<file path="src/rtl/clk_step_ctrl.sv">
// rtl/clk_step_ctrl.sv - run/stop/step/burst CPU clock-enable sequencer with debounced buttons
// Optional burst mode compiled in when CLK_CTRL_BURST_EN is defined.
module clk_step_ctrl #(
  parameter int DEB_TICKS = 4,
  parameter int CW        = 32
) (
  input  logic          clk,
  input  logic          reset,
  input  logic          tick,
  input  logic          btn_run,
  input  logic          btn_stop,
  input  logic          btn_step,
  input  logic          btn_burst,
  input  logic [15:0]   burst_len,
  input  logic          brk,
  output logic          cpu_en,
  output logic [2:0]    clk_stat,
  output logic [CW-1:0] cyc_cnt,
  output logic          busy
);
  localparam int DW = $clog2(DEB_TICKS + 1);

  typedef enum logic [2:0] {
    S_STOP  = 3'd0,
    S_RUN   = 3'd1,
    S_STEP  = 3'd2,
    S_BURST = 3'd3,
    S_BRK   = 3'd4
  } state_t;

  // Button vector ordered by priority: [0] stop, [1] run, [2] step, [3] burst.
  logic [3:0]    btn_raw;
  logic [3:0]    sync1_q, sync2_q, lvl_q, lvl_prev_q;
  logic [DW-1:0] deb_cnt_q [4];
  logic [3:0]    press, cmd;
  state_t        state_q, state_d;
  logic          cpu_en_q, cpu_en_d;
  logic          brk_q, brk_rise;
  logic [CW-1:0] cyc_q;

`ifdef CLK_CTRL_BURST_EN
  logic [15:0]   rem_q, rem_d;
  assign btn_raw = {btn_burst, btn_step, btn_run, btn_stop};
`else
  logic          unused_burst;
  assign btn_raw      = {1'b0, btn_step, btn_run, btn_stop};
  assign unused_burst = ^{btn_burst, burst_len, cmd[3]};
`endif

  always_ff @(posedge clk or negedge reset) begin
    if (!reset) begin
      sync1_q    <= '0;
      sync2_q    <= '0;
      lvl_q      <= '0;
      lvl_prev_q <= '0;
      for (int i = 0; i < 4; i++) deb_cnt_q[i] <= '0;
    end else begin
      sync1_q    <= btn_raw;
      sync2_q    <= sync1_q;
      lvl_prev_q <= lvl_q;
      if (tick) begin
        for (int i = 0; i < 4; i++) begin
          if (sync2_q[i] != lvl_q[i]) begin
            if (deb_cnt_q[i] == DW'(DEB_TICKS - 1)) begin
              lvl_q[i]     <= sync2_q[i];
              deb_cnt_q[i] <= '0;
            end else begin
              deb_cnt_q[i] <= deb_cnt_q[i] + 1'b1;
            end
          end else begin
            deb_cnt_q[i] <= '0;
          end
        end
      end
    end
  end

  assign press    = lvl_q & ~lvl_prev_q;
  assign brk_rise = brk & ~brk_q;

  // Only the highest-priority press survives; simultaneous lower ones are dropped.
  always_comb begin
    cmd = 4'b0000;
    if      (press[0]) cmd = 4'b0001;
    else if (press[1]) cmd = 4'b0010;
    else if (press[2]) cmd = 4'b0100;
    else if (press[3]) cmd = 4'b1000;
  end

  always_comb begin
    state_d = state_q;
`ifdef CLK_CTRL_BURST_EN
    rem_d   = rem_q;
`endif
    case (state_q)
      S_STOP: begin
        if      (cmd[1]) state_d = S_RUN;
        else if (cmd[2]) state_d = S_STEP;
`ifdef CLK_CTRL_BURST_EN
        else if (cmd[3] && (burst_len != 16'd0)) begin
          state_d = S_BURST;
          rem_d   = burst_len;
        end
`endif
      end
      S_RUN: begin
        if      (cmd[0])   state_d = S_STOP;
        else if (brk_rise) state_d = S_BRK;
      end
      S_STEP: state_d = S_STOP;
`ifdef CLK_CTRL_BURST_EN
      S_BURST: begin
        rem_d = rem_q - 16'd1;
        if      (cmd[0])           state_d = S_STOP;
        else if (brk_rise)         state_d = S_BRK;
        else if (rem_q == 16'd1)   state_d = S_STOP;
      end
`endif
      S_BRK: begin
        if      (cmd[0]) state_d = S_STOP;
        else if (cmd[1]) state_d = S_RUN;
        else if (cmd[2]) state_d = S_STEP;
      end
      default: state_d = S_STOP;
    endcase
    cpu_en_d = (state_d == S_RUN) || (state_d == S_STEP) || (state_d == S_BURST);
  end

  always_ff @(posedge clk or negedge reset) begin
    if (!reset) begin
      state_q  <= S_STOP;
      cpu_en_q <= 1'b0;
      brk_q    <= 1'b0;
      cyc_q    <= '0;
`ifdef CLK_CTRL_BURST_EN
      rem_q    <= '0;
`endif
    end else begin
      state_q  <= state_d;
      cpu_en_q <= cpu_en_d;
      brk_q    <= brk;
      cyc_q    <= cyc_q + CW'(cpu_en_q);
`ifdef CLK_CTRL_BURST_EN
      rem_q    <= rem_d;
`endif
    end
  end

  assign cpu_en   = cpu_en_q;
  assign clk_stat = state_q;
  assign cyc_cnt  = cyc_q;
  assign busy     = (state_q != S_STOP) && (state_q != S_BRK);
endmodule

</file>
<file path="config.mk">
export PLATFORM = sky130hd
export DESIGN_NAME = clk_step_ctrl
export DESIGN_NICKNAME = d
export VERILOG_FILES = /design/src/rtl/clk_step_ctrl.sv
export SDC_FILE = /design/constraint.sdc
export NUM_CORES = 1
export LEC_CHECK = 0
export ABC_AREA = 1
export CORE_ASPECT_RATIO = 1.1
export CORE_UTILIZATION = 51
export CTS_CLUSTER_DIAMETER = 60
export DETAILED_ROUTE_END_ITERATION = 8
export PLACE_DENSITY = 0.87
export SKIP_LAST_GASP = 1
export SLEW_MARGIN = 10
export SYNTH_ARGS = -nofsm -noshare
export SYNTH_HDL_FRONTEND = slang
export SYNTH_SLANG_ARGS = --single-unit
export TNS_END_PERCENT = 5
</file>
<file path="constraint.sdc">
create_clock -name clk -period 2 [get_ports clk]
set_clock_uncertainty 0.15 [all_clocks]
set_input_delay 0.6 -clock clk [delete_from_list [all_inputs] [get_ports clk]]
set_output_delay 0.6 -clock clk [all_outputs]
set_load 0.01 [all_outputs]
</file>
* Word level (Yosys, flattened, before mapping) *
Index checks and enable logic that the tools add are counted.

storage, ports and cells
  output and inout port bits = 37
  input bits = 24
  register bits after elaboration = 58
  logic and storage cells = 56

operators by class
  bitwise logic cells = 4
  reductions and logical operators = 8
  $add $sub $neg = 4
  muxes and demuxes = 15
  equal/unequal tests = 12

operators by type and width
  kind                                                  number
  two-way mux 3 bit                                     14
  adder 32 x 1 -> 32 bit                                1
  equality test 3 x 2 -> 1 bit (second input constant)  5
  adder 3 x 1 -> 3 bit (second input constant)          3
  case mux 3 bit (3 select lines)                       1
  AND reduction 3 bit                                   3
  equality test 3 x 1 -> 1 bit (second input constant)  2
  AND 3 x 4 -> 4 bit                                    1
  NOT 3 -> 4 bit                                        1
  equality test 3 bit (second input constant)           1
  logical NOT 3 bit                                     1
  != test 1 bit                                         3
  != test 3 bit (second input constant)                 1
  nonzero test 3 bit                                    1
  logical OR 1 bit                                      2
  AND 1 bit                                             1
  logical AND 1 bit                                     1
  NOT 1 bit                                             1

* Longest topological paths before layout *
  depth after elaboration = 12
  depth in mapped cells = 9
  depth with buffers taken out = 9

* Worst setup path after synthesis *
OpenSTA, ideal clock, no wires.

  kind = reg2reg
  start point = register cpu_en_q (netlist: cpu_en)
  end point = register cyc_q[16] (netlist: cyc_cnt[16])
  setup time = 0.079 ns
  arrival time = 1.409 ns
  required time = 1.771 ns
  cell stages (with the launch flop) = 8
  path buffers = 0
  clock period less this slack = 1.638 ns
  setup slack = 0.362 ns
  cell sequence = dfrtp_1 -> ha_1 -> ha_1 -> inv_2 -> nor2_2 -> nand2_2 -> nor2_2 -> xor2_1

on the way
  cells in the longest elaborated chain, start to end = 1

ends and longest elaborated chain
  element                 line  RTL
  from (decl)             37    logic cpu_en_q, cpu_en_d;
  from (signal assigned)  140   cpu_en_q <= cpu_en_d;
  adder 32 x 1 -> 32 bit  142   cyc_q <= cyc_q + CW'(cpu_en_q);
  to (signal assigned)    142
  to (decl)               39    logic [CW-1:0] cyc_q;

No other way between the ends.
A chain may end at the register's enable or synchronous reset.

* Final worst setup path *
  start point = register cyc_q[9] (netlist: cyc_cnt[9])
  end point = output port cyc_cnt[9]

RTL lines
  element    line  RTL
  to (decl)  18    output logic [CW-1:0] cyc_cnt,

No word-level cell between the ends.

==> impl_metrics.json <==
{
  "portBuffers": 43,
  "yosysTopAreaCell": "dfrtp_1",
  "io_pins": 61,
  "fin_crit_sh_pct": 104,
  "setup_viol": 32,
  "antenna_found_initial": 0,
  "reg2regPathDepth": 7,
  "grt_usage_pct": 25.2,
  "place.gp.congestion": 0.868,
  "num_rows": 28,
  "synth_compound_area_share_pct": 2.60,
  "grt_setup_unrepaired": "yes",
  "r2r_start": "cpu_en$_DFF_PN0_",
  "syn2layout_area_growth_pct": 30.0,
  "drive_gt1_share_pct": 15.1,
  "hold_viol_final": 0,
  "vdd_drop_max_uv": 720,
  "slew_headroom_pct": 78.1,
  "final_cell_mix": "nand2_1 (108), dfrtp_1 (44), nor2_1 (43), inv_1 (43), clkdlybuf4s50_1 (40)",
  "max-clock-path-buffers": 2,
  "crit_start": "cyc_cnt[9]$_DFF_PN0_",
  "cp_max_fo": 4,
  "cellPowerDensity_mw_per_mm2": 1050,
  "place_inst": 465,
  "synth_cell_type_count": 22,
  "die_w_um": 73.2,
  "grt_pass1_vias": 2437,
  "path_class": "flop to output port",
  "synth-seq-cells": 58,
  "drt-pass1-iter-count": 5,
  "fin_crit_ns": 2.09,
  "syn_avg_cell_area_sq_um": 8.24,
  "layout_commonest_cell": "nand2_1",
  "fillers": 403,
  "vias_per_cell": 5.02,
  "path_cells": "clkdlybuf4s50_1",
  "synthSimpleGateAreaFrac_pct": 31.3,
  "drt-initial-drc-count": 201,
  "cts_tree": "yes",
  "yosys.area.top_type_share_pct": 51.1,
  "rr_endpoint": "cyc_cnt[16]$_DFF_PN0_",
  "syn-cell-area_sq_mm": 0.00284,
  "cpMaxStageDelayCell": "clkdlybuf4s50_1",
  "endpoint_kind": "output port",
  "crit_family": "buffers and inverters",
  "synth_fa_ha_area_share_pct": 2.20,
  "die_h_um": 80.3,
  "drt_wl_total_um": 6730,
  "required_ns": 1.25,
  "die-area_sq_mm": 0.00587,
  "status": "finished, violations left",
  "clk_latency_ns": 0.34,
  "drv_slew": 0,
  "start_kind": "flop",
  "holdWs_ns": 0.00525,
  "root_buffer": "clkbuf_8",
  "instances_no_fill": 485,
  "placeableCoreArea_sq_mm": 0.00536,
  "violations": "setup timing",
  "yosysWarnings": 0,
  "ctsHtreeMaxLevel": 3,
  "postCtsHoldBufs": 0,
  "worst_slack_ns": -0.0887,
  "synth-seq-area-share_pct": 51.1,
  "ant_nets": 0,
  "critPathMaxStageDelay_ns": 0.57,
  "max-cap-violations": 0,
  "synth_top_family_by_area": "simple AND/OR/NAND/NOR gates",
  "grt_max_degree": 46,
  "place_hpwl_um": 4840,
  "cp.arrival_ns": 1.34,
  "grt_overflow": 0,
  "synthXorXnorAreaFrac_pct": 5.55,
  "drc": 0,
  "start_util_pct": 53.0,
  "p_total_mw": 3.89,
  "grt_pass1_wl_um": 10900,
  "clock-sinks": 58,
  "path_clk_slew_ns": 0.06,
  "wl_per_cell_um": 13.9,
  "synth_nets": 374,
  "hold_path_class": "input pin to async pin",
  "numCtsBuffers": 9,
  "leakage_nw": 1.66,
  "tightest_slew_ns": 0.329,
  "timing.fmax_ghz": 0.479,
  "muxShareOfSynthArea_pct": 1.19,
  "regToRegSetupSlack_ns": 0.16,
  "nets": 435,
  "num_vias": 2437,
  "netlist_top_cells_area": "dfrtp_1 (51%), nand2_1 (14%), nor2_1 (5.8%), inv_1 (5.7%), nand3_1 (5.1%)",
  "syn_inst": 345,
  "antenna_cells": 0,
  "crit_buf_inv": 1
}
==> synthesized netlist by cell type (all sizes together) <==
| cell | count |
|---|---|
| a21oi | 4 |
| buf | 1 |
| clkbuf | 1 |
| dfrtp | 58 |
| ha | 5 |
| inv | 44 |
| mux2 | 3 |
| nand2 | 114 |
| nand3 | 29 |
| nand4 | 1 |
| nor2 | 56 |
| nor3 | 1 |
| o21ai | 7 |
| o22ai | 3 |
| xnor2 | 5 |
| xor2 | 13 |
==> power by group <==
part           internal, mW  total [mW]  switching [mW]
Sequential             1.39        1.57           0.181
Clock                 0.852        1.32           0.467
Combinational         0.443       0.996           0.553
==> state kept, by name, summed over array words and instances (netlist names) <==
| name | cells |
|---|---|
| deb_cnt_q | 9 |
| lvl_prev_q | 3 |
| lvl_q | 3 |
| cpu_en | 1 |
| clk_stat | 3 |
| sync1_q | 3 |
| brk_q | 1 |
| sync2_q | 3 |
| cyc_cnt | 32 |
==> cells by family after synthesis <==
logic type | after synthesis
mux | 3
fa+ha+maj | 5
compound gates | 14
simple gates | 201
flops | 58
buf+inv | 46
xor+xnor | 18
==> metal layers <==
| layer | track usage, % | vias up | wire length [um] |
|---|---|---|---|
| met5 | 0 | - | 0 |
| met4 | 11.8 | 0 | 201 |
| met3 | 6.02 | 19 | 297 |
| met2 | 42.4 | 68 | 3400 |
| met1 | 30.0 | 1161 | 2830 |
| li1 | - | 1189 | - |
==> area by class of cell <==
| class | count | area [sq um] | area share, % |
|---|---|---|---|
| clock inverter | 5 | 103 | 2.78 |
| inverter | 44 | 165 | 4.47 |
| timing repair buffer | 52 | 507 | 13.7 |
| tap | 75 | 93.8 | 2.54 |
| clock buffer | 10 | 138 | 3.73 |
| sequential | 58 | 1470 | 39.8 |
| multi-input combinational | 241 | 1220 | 33.0 |
==> worst max-delay path by stage <==
stage	to	depth (start not counted)	slack (ns)
after floorplan	cyc_cnt[16]$_DFF_PN0_	7	0.36
after global placement	busy	3	0.15
after detailed placement	busy	3	0.14
after CTS	cyc_cnt[2]	1	-0.14
after global routing	cyc_cnt[3]	1	-0.11
final	cyc_cnt[9]	1	-0.09
==> what timing repair did <==
item	in CTS	in global routing
resized for setup	2	15
setup endpoints to repair	34	36
buffers inserted	1	4
==> through the flow <==
stage | util [%] | cell area [sq um] | TNS [ns] | worst slack, ns
finish | 68.9 | 3690 | -1.64 | -0.0887
global route | 68.9 | 3690 | -2.71 | -0.111
CTS | 68.0 | 3640 | -2.56 | -0.137
detailed placement | 63.3 | 3390 | 0 | 0.143
global placement | 63.3 | 3390 | 0 | 0.149
floorplan | - | 2840 | 0 | 0.362
(Power assumes the default switching activity.)
